$ cat src/rtl/key_pkg.sv
// Shared definitions for the key one-hot capture block: FSM encoding,
// default debounce length and a population-count helper.
package key_pkg;

   localparam int KEY_W            = 8;
   localparam int DEBOUNCE_DEFAULT = 16;

   typedef enum logic [1:0] {
      WAIT_RELEASE = 2'b00,
      WAIT_PRESS   = 2'b01,
      HOLD         = 2'b10
   } key_state_e;

   function automatic logic [3:0] bit_count(input logic [KEY_W-1:0] v);
      logic [3:0] n;
      n = '0;
      for (int i = 0; i < KEY_W; i++) begin
         n = n + {3'b000, v[i]};
      end
      return n;
   endfunction

endpackage

$ cat src/rtl/vec_debounce.sv
// Per-bit 2-flop synchronizer followed by a whole-vector debounce counter.
// stable is high only while p has held one value long enough to be trusted.
module vec_debounce
   import key_pkg::*;
#(
   parameter int W               = KEY_W,
   parameter int DEBOUNCE_CYCLES = DEBOUNCE_DEFAULT
) (
   input  logic         clk,
   input  logic         rst,
   input  logic [W-1:0] key_in,
   output logic [W-1:0] p,
   output logic         stable
);

   localparam logic [7:0] CNT_MAX = 8'(DEBOUNCE_CYCLES);

   logic [W-1:0] meta;
   logic [W-1:0] s;
   logic [7:0]   cnt;

   // stable is registered and requires s == p on the same edge, so it can
   // never be high in the cycle where p takes a new value.
   always_ff @(posedge clk or posedge rst) begin
      if (rst) begin
         meta   <= '0;
         s      <= '0;
         p      <= '0;
         cnt    <= '0;
         stable <= 1'b0;
      end else begin
         // NOTE: non-blocking assignments keep meta -> s -> p a true shift
         // chain; blocking ones would collapse it into a single flop.
         meta   <= key_in;
         s      <= meta;
         p      <= s;
         stable <= (s == p) && (cnt == CNT_MAX);
         if (s != p) begin
            cnt <= '0;
         end else if (cnt != CNT_MAX) begin
            cnt <= cnt + 8'd1;
         end
      end
   end

endmodule

$ cat src/rtl/key_onehot_capture.sv
// Captures a debounced single-key press as a one-hot event, holds it until
// the downstream stage accepts it, and counts accepted presses.
module key_onehot_capture
   import key_pkg::*;
#(
   parameter int DEBOUNCE_CYCLES = DEBOUNCE_DEFAULT
) (
   input  logic             clk,
   input  logic             rst,
   input  logic [KEY_W-1:0] key_in,
   input  logic             out_ready,
   output logic [KEY_W-1:0] onehot_out,
   output logic             out_valid,
   output logic             multi_err,
   output logic [7:0]       press_count
);

   key_state_e       state;
   key_state_e       state_next;
   logic [KEY_W-1:0] p;
   logic             stable;
   logic [3:0]       ones;
   logic             capture;
   logic             multi_det;
   logic             accept;

   vec_debounce #(
      .W               (KEY_W),
      .DEBOUNCE_CYCLES (DEBOUNCE_CYCLES)
   ) u_debounce (
      .clk    (clk),
      .rst    (rst),
      .key_in (key_in),
      .p      (p),
      .stable (stable)
   );

   assign ones = bit_count(p);

   always_ff @(posedge clk or posedge rst) begin
      if (rst) begin
         state <= WAIT_RELEASE;
      end else begin
         state <= state_next;
      end
   end

   always_comb begin
      // NOTE: default first so every path assigns state_next and no latch
      // is inferred.
      state_next = state;
      case (state)
         WAIT_RELEASE: begin
            if (stable && (p == '0)) state_next = WAIT_PRESS;
         end
         WAIT_PRESS: begin
            if (stable && (ones == 4'd1))      state_next = HOLD;
            else if (stable && (ones > 4'd1))  state_next = WAIT_RELEASE;
         end
         HOLD: begin
            if (out_valid && out_ready) state_next = WAIT_RELEASE;
         end
         default: state_next = WAIT_RELEASE;
      endcase
   end

   always_comb begin
      capture   = 1'b0;
      multi_det = 1'b0;
      accept    = 1'b0;
      case (state)
         WAIT_PRESS: begin
            capture   = stable && (ones == 4'd1);
            multi_det = stable && (ones > 4'd1);
         end
         HOLD:    accept = out_valid && out_ready;
         default: ;
      endcase
   end

   // All outputs are flops; out_ready only ever reaches them through accept.
   always_ff @(posedge clk or posedge rst) begin
      if (rst) begin
         onehot_out  <= '0;
         out_valid   <= 1'b0;
         multi_err   <= 1'b0;
         press_count <= '0;
      end else begin
         multi_err <= multi_det;
         if (capture) begin
            onehot_out <= p;
            out_valid  <= 1'b1;
         end else if (accept) begin
            out_valid   <= 1'b0;
            press_count <= press_count + 8'd1;
         end
      end
   end

endmodule

$ cat config.mk
export PLATFORM = sky130hd
export DESIGN_NAME = key_onehot_capture
export DESIGN_NICKNAME = d
export VERILOG_FILES = /design/src/rtl/key_pkg.sv /design/src/rtl/vec_debounce.sv /design/src/rtl/key_onehot_capture.sv
export SDC_FILE = /design/constraint.sdc
export NUM_CORES = 1
export LEC_CHECK = 0
export ABC_AREA = 1
export ABC_CLOCK_PERIOD_IN_PS = 4500
export CORE_MARGIN = 5
export CORE_UTILIZATION = 35
export DETAILED_ROUTE_END_ITERATION = 10
export HOLD_SLACK_MARGIN = 0.1
export PLACE_DENSITY = 0.63
export RECOVER_POWER = 50
export SLEW_MARGIN = 30
export SYNTH_ARGS = -nofsm -noshare
export SYNTH_HDL_FRONTEND = slang
export SYNTH_SLANG_ARGS = --single-unit
$ cat constraint.sdc
create_clock -name clk -period 4.5 [get_ports clk]
set_input_delay 1.35 -clock clk [delete_from_list [all_inputs] [get_ports clk]]
set_output_delay 1.35 -clock clk [all_outputs]
set_load 0.02 [all_outputs]
==> metrics.yaml <==
final_layout:
  regArea_sq_um: 1326
  area_delta_synth_final_pct: 20.17
  n_antenna_cell: 0
  mostFrequentLayoutCells: "53 x nand2_1, 53 x dfrtp_1, 31 x inv_1"
  multiInputGateArea_sq_um: 864.6
  fillers: 620
  fin_nets: 279
  drive_above_1_share: 0.1202
  postLayoutCellArea_sq_um: 2803
  final_util: 0.4364
yosys:
  netlist_top_cells_area: "dfrtp_1 57%, nand2_1 8.5%, inv_1 5.0%"
  synth_edf_count: 0
  synth.largest_area_cell: "dfrtp_1"
  syn_nets: 244
  synth_top_cell_area_share: 0.5687
  ys_ff_latch: 53
  yosys_warnings: 0
  synthArstFlopShare: 1.000
  synth_cell_types: 28
  synth_area_sq_um: 2332
  yosysSeqAreaShare: 0.5687
  synth_ff_type: "dfrtp_1"
  synth_cells: 222
  synth_area_per_cell_sq_um: 10.51
placed_design:
  place_congestion: 0.7753
  numPortBuffers: 28
  hpwl_microns: 2839
  placed_cell_area_sq_um: 2705
clocking:
  htreeDepth: 2
  path_clk_slew_ps: 100
  cts.repair.resized: 0
  clk_latency_ps: 310
  post-cts-setup-buffers: 0
  clockBufferDepth: 2
  cts-hold-fix-buffers: 0
  cts_made_buffers: 5
  cts_root_buf: "clkbuf_8"
  cts_tree: "done"
  cts.sinks: 53
grt:
  grt-ovfl-total: 0
  grt_util_all_layers: 0.1032
  grt_pass1_vias: 1546
  antenna_found_initial: 0
  grt_max_degree: 36
  grt_pass1_wl_microns: 7038
detailed_routing:
  route.detailed.drc: 0
  routed_wl_microns: 3839
  drt-vias-per-instance: 4.382
  dr.pass1.iters: 4
  wire_per_inst_microns: 11.46
  route.vias.total: 1468
  first_iter_violations: 54
  antenna_left: 0
min_path:
  holdPathStages: 0
  hp-class: "reg -> reg"
sta:
  slew_headroom: 0.1529
  hold_violations: 0
  finalMaxSlewViolations: 0
  setup_viol: 0
  rsz0062_at_grt: "false"
  max_freq_mhz: 290.9
  setup_tns_ps: 0
  layout_min_cycle_time_ps: 3437
  finalCritPeriodShare: 0.7638
  worst_slew_pin_slew_ps: 1269
  clock_skew_ps: 3.489
die:
  die_area_sq_um: 8396
  std_cell_rows: 29
  coreArea_sq_um: 6422
  initial_utilization: 0.3631
  ios: 29
  die_h_microns: 91.63
  die_x_microns: 91.63
setup_path:
  cp-end-kind: "flip-flop"
  path_cells: "inv_1, fa_1, fa_1, fa_1, inv_1, ha_1, inv_1, fa_1, a21boi_2, nand3_4, nand2_1, o21ai_2"
  crit_path_max_incr_delay_ps: 510
  cp_common_cell: "fa_1"
  r2r_cells: 12
  crit_type: "reg -> reg"
  worstPathMaxFanout: 18
  critPathSlowestCell: "fa_1"
  crit_arrival_ps: 3640
  startpoint_type: "flip-flop"
  crit_required_ps: 4700
power_and_ir_drop:
  leakagePower_nw: 1.273
  peakVddDrop_mv: 0.1549
  power_mw: 0.9354
  powerDensity_nw_per_um2: 333.8
status:
  status: "completed"
flow_run:
  cap_violations: 0
==> worst max-delay path: cells and delay by family, from the launching register on <==
kind / cells / cell delay [ps]
flops: 1 / 400
simple gates: 2 / 380
fa+ha+maj: 5 / 2010
buf+inv: 3 / 270
compound gates: 2 / 270
==> layout make-up <==
type,instances,area share
Inverter,33,0.04464
Clock buffer,5,0.02455
Sequential cell,53,0.4732
Tap cell,77,0.03437
Timing Repair Buffer,29,0.1027
Multi-Input combinational cell,135,0.3085
Clock inverter,3,0.01205
==> report_power, final <==
part | internal, mW | total [mW] | switching [mW] | leakage, nW
registers | 0.496 | 0.512 | 0.0161 | 0.678
clock network | 0.116 | 0.285 | 0.169 | 0.0511
logic | 0.0577 | 0.138 | 0.0802 | 0.544
==> Yosys cell counts (all sizes together), types with 4 or more instances <==
cell type   n
xor2        4
nand4       4
o21ai       9
dfrtp      53
nor2       20
nand3       9
xnor2      10
fa          4
a21oi       5
inv        32
nand2      56
ha          7
==> flip-flops by register name, summed over array words and instances (netlist names), 2 cells and up <==
signal	flops
press_count	8
u_debounce.s	8
state	2
onehot_out	8
u_debounce.meta	8
u_debounce.p	8
u_debounce.cnt	8
==> per-layer routing <==
layer / part of all wire / track usage / up-vias / wire (microns)
met5: 0 / 0 / - / 0
met4: 0.010 / 0.04146 / 0 / 40
met3: 0.035 / 0.02619 / 4 / 133
met2: 0.47 / 0.1576 / 24 / 1786
met1: 0.49 / 0.1407 / 689 / 1879
li1: - / - / 751 / -
==> path summary, 6_finish.rpt <==
check	from	endpoint	slack [ps]
max	u_debounce.p[1]	onehot_out[3]	1060
min	u_debounce.meta[6]	u_debounce.s[6]	360
max reg2reg	u_debounce.p[1]	onehot_out[3]	1060
min reg2reg	u_debounce.meta[6]	u_debounce.s[6]	360
max in group asynchronous	rst	multi_err	1760
min in group asynchronous	rst	u_debounce.cnt[7]	1830
==> cell families (layout without fill, tap and decap cells) <==
logic type | Yosys count | after routing | synth area share
simple gates | 93 | 93 | 0.1942
flops | 53 | 53 | 0.5687
buf+inv | 34 | 70 | 0.05847
compound gates | 17 | 17 | 0.05418
xor+xnor | 14 | 14 | 0.05257
fa+ha+maj | 11 | 11 | 0.07189
==> per-stage QoR <==
step | std cells | setup WS [ps] | hold WS [ps]
after floorplan | 222 | 1311 | 331.2
after detailed placement | 327 | 1057 | 336.3
after CTS | 335 | 1028 | 359.0
final | 335 | 1063 | 358.7
after global routing | 335 | 896.2 | 374.7
after global placement | 327 | 1155 | 331.6
Note: power is estimated with default switching activity, not from simulation.
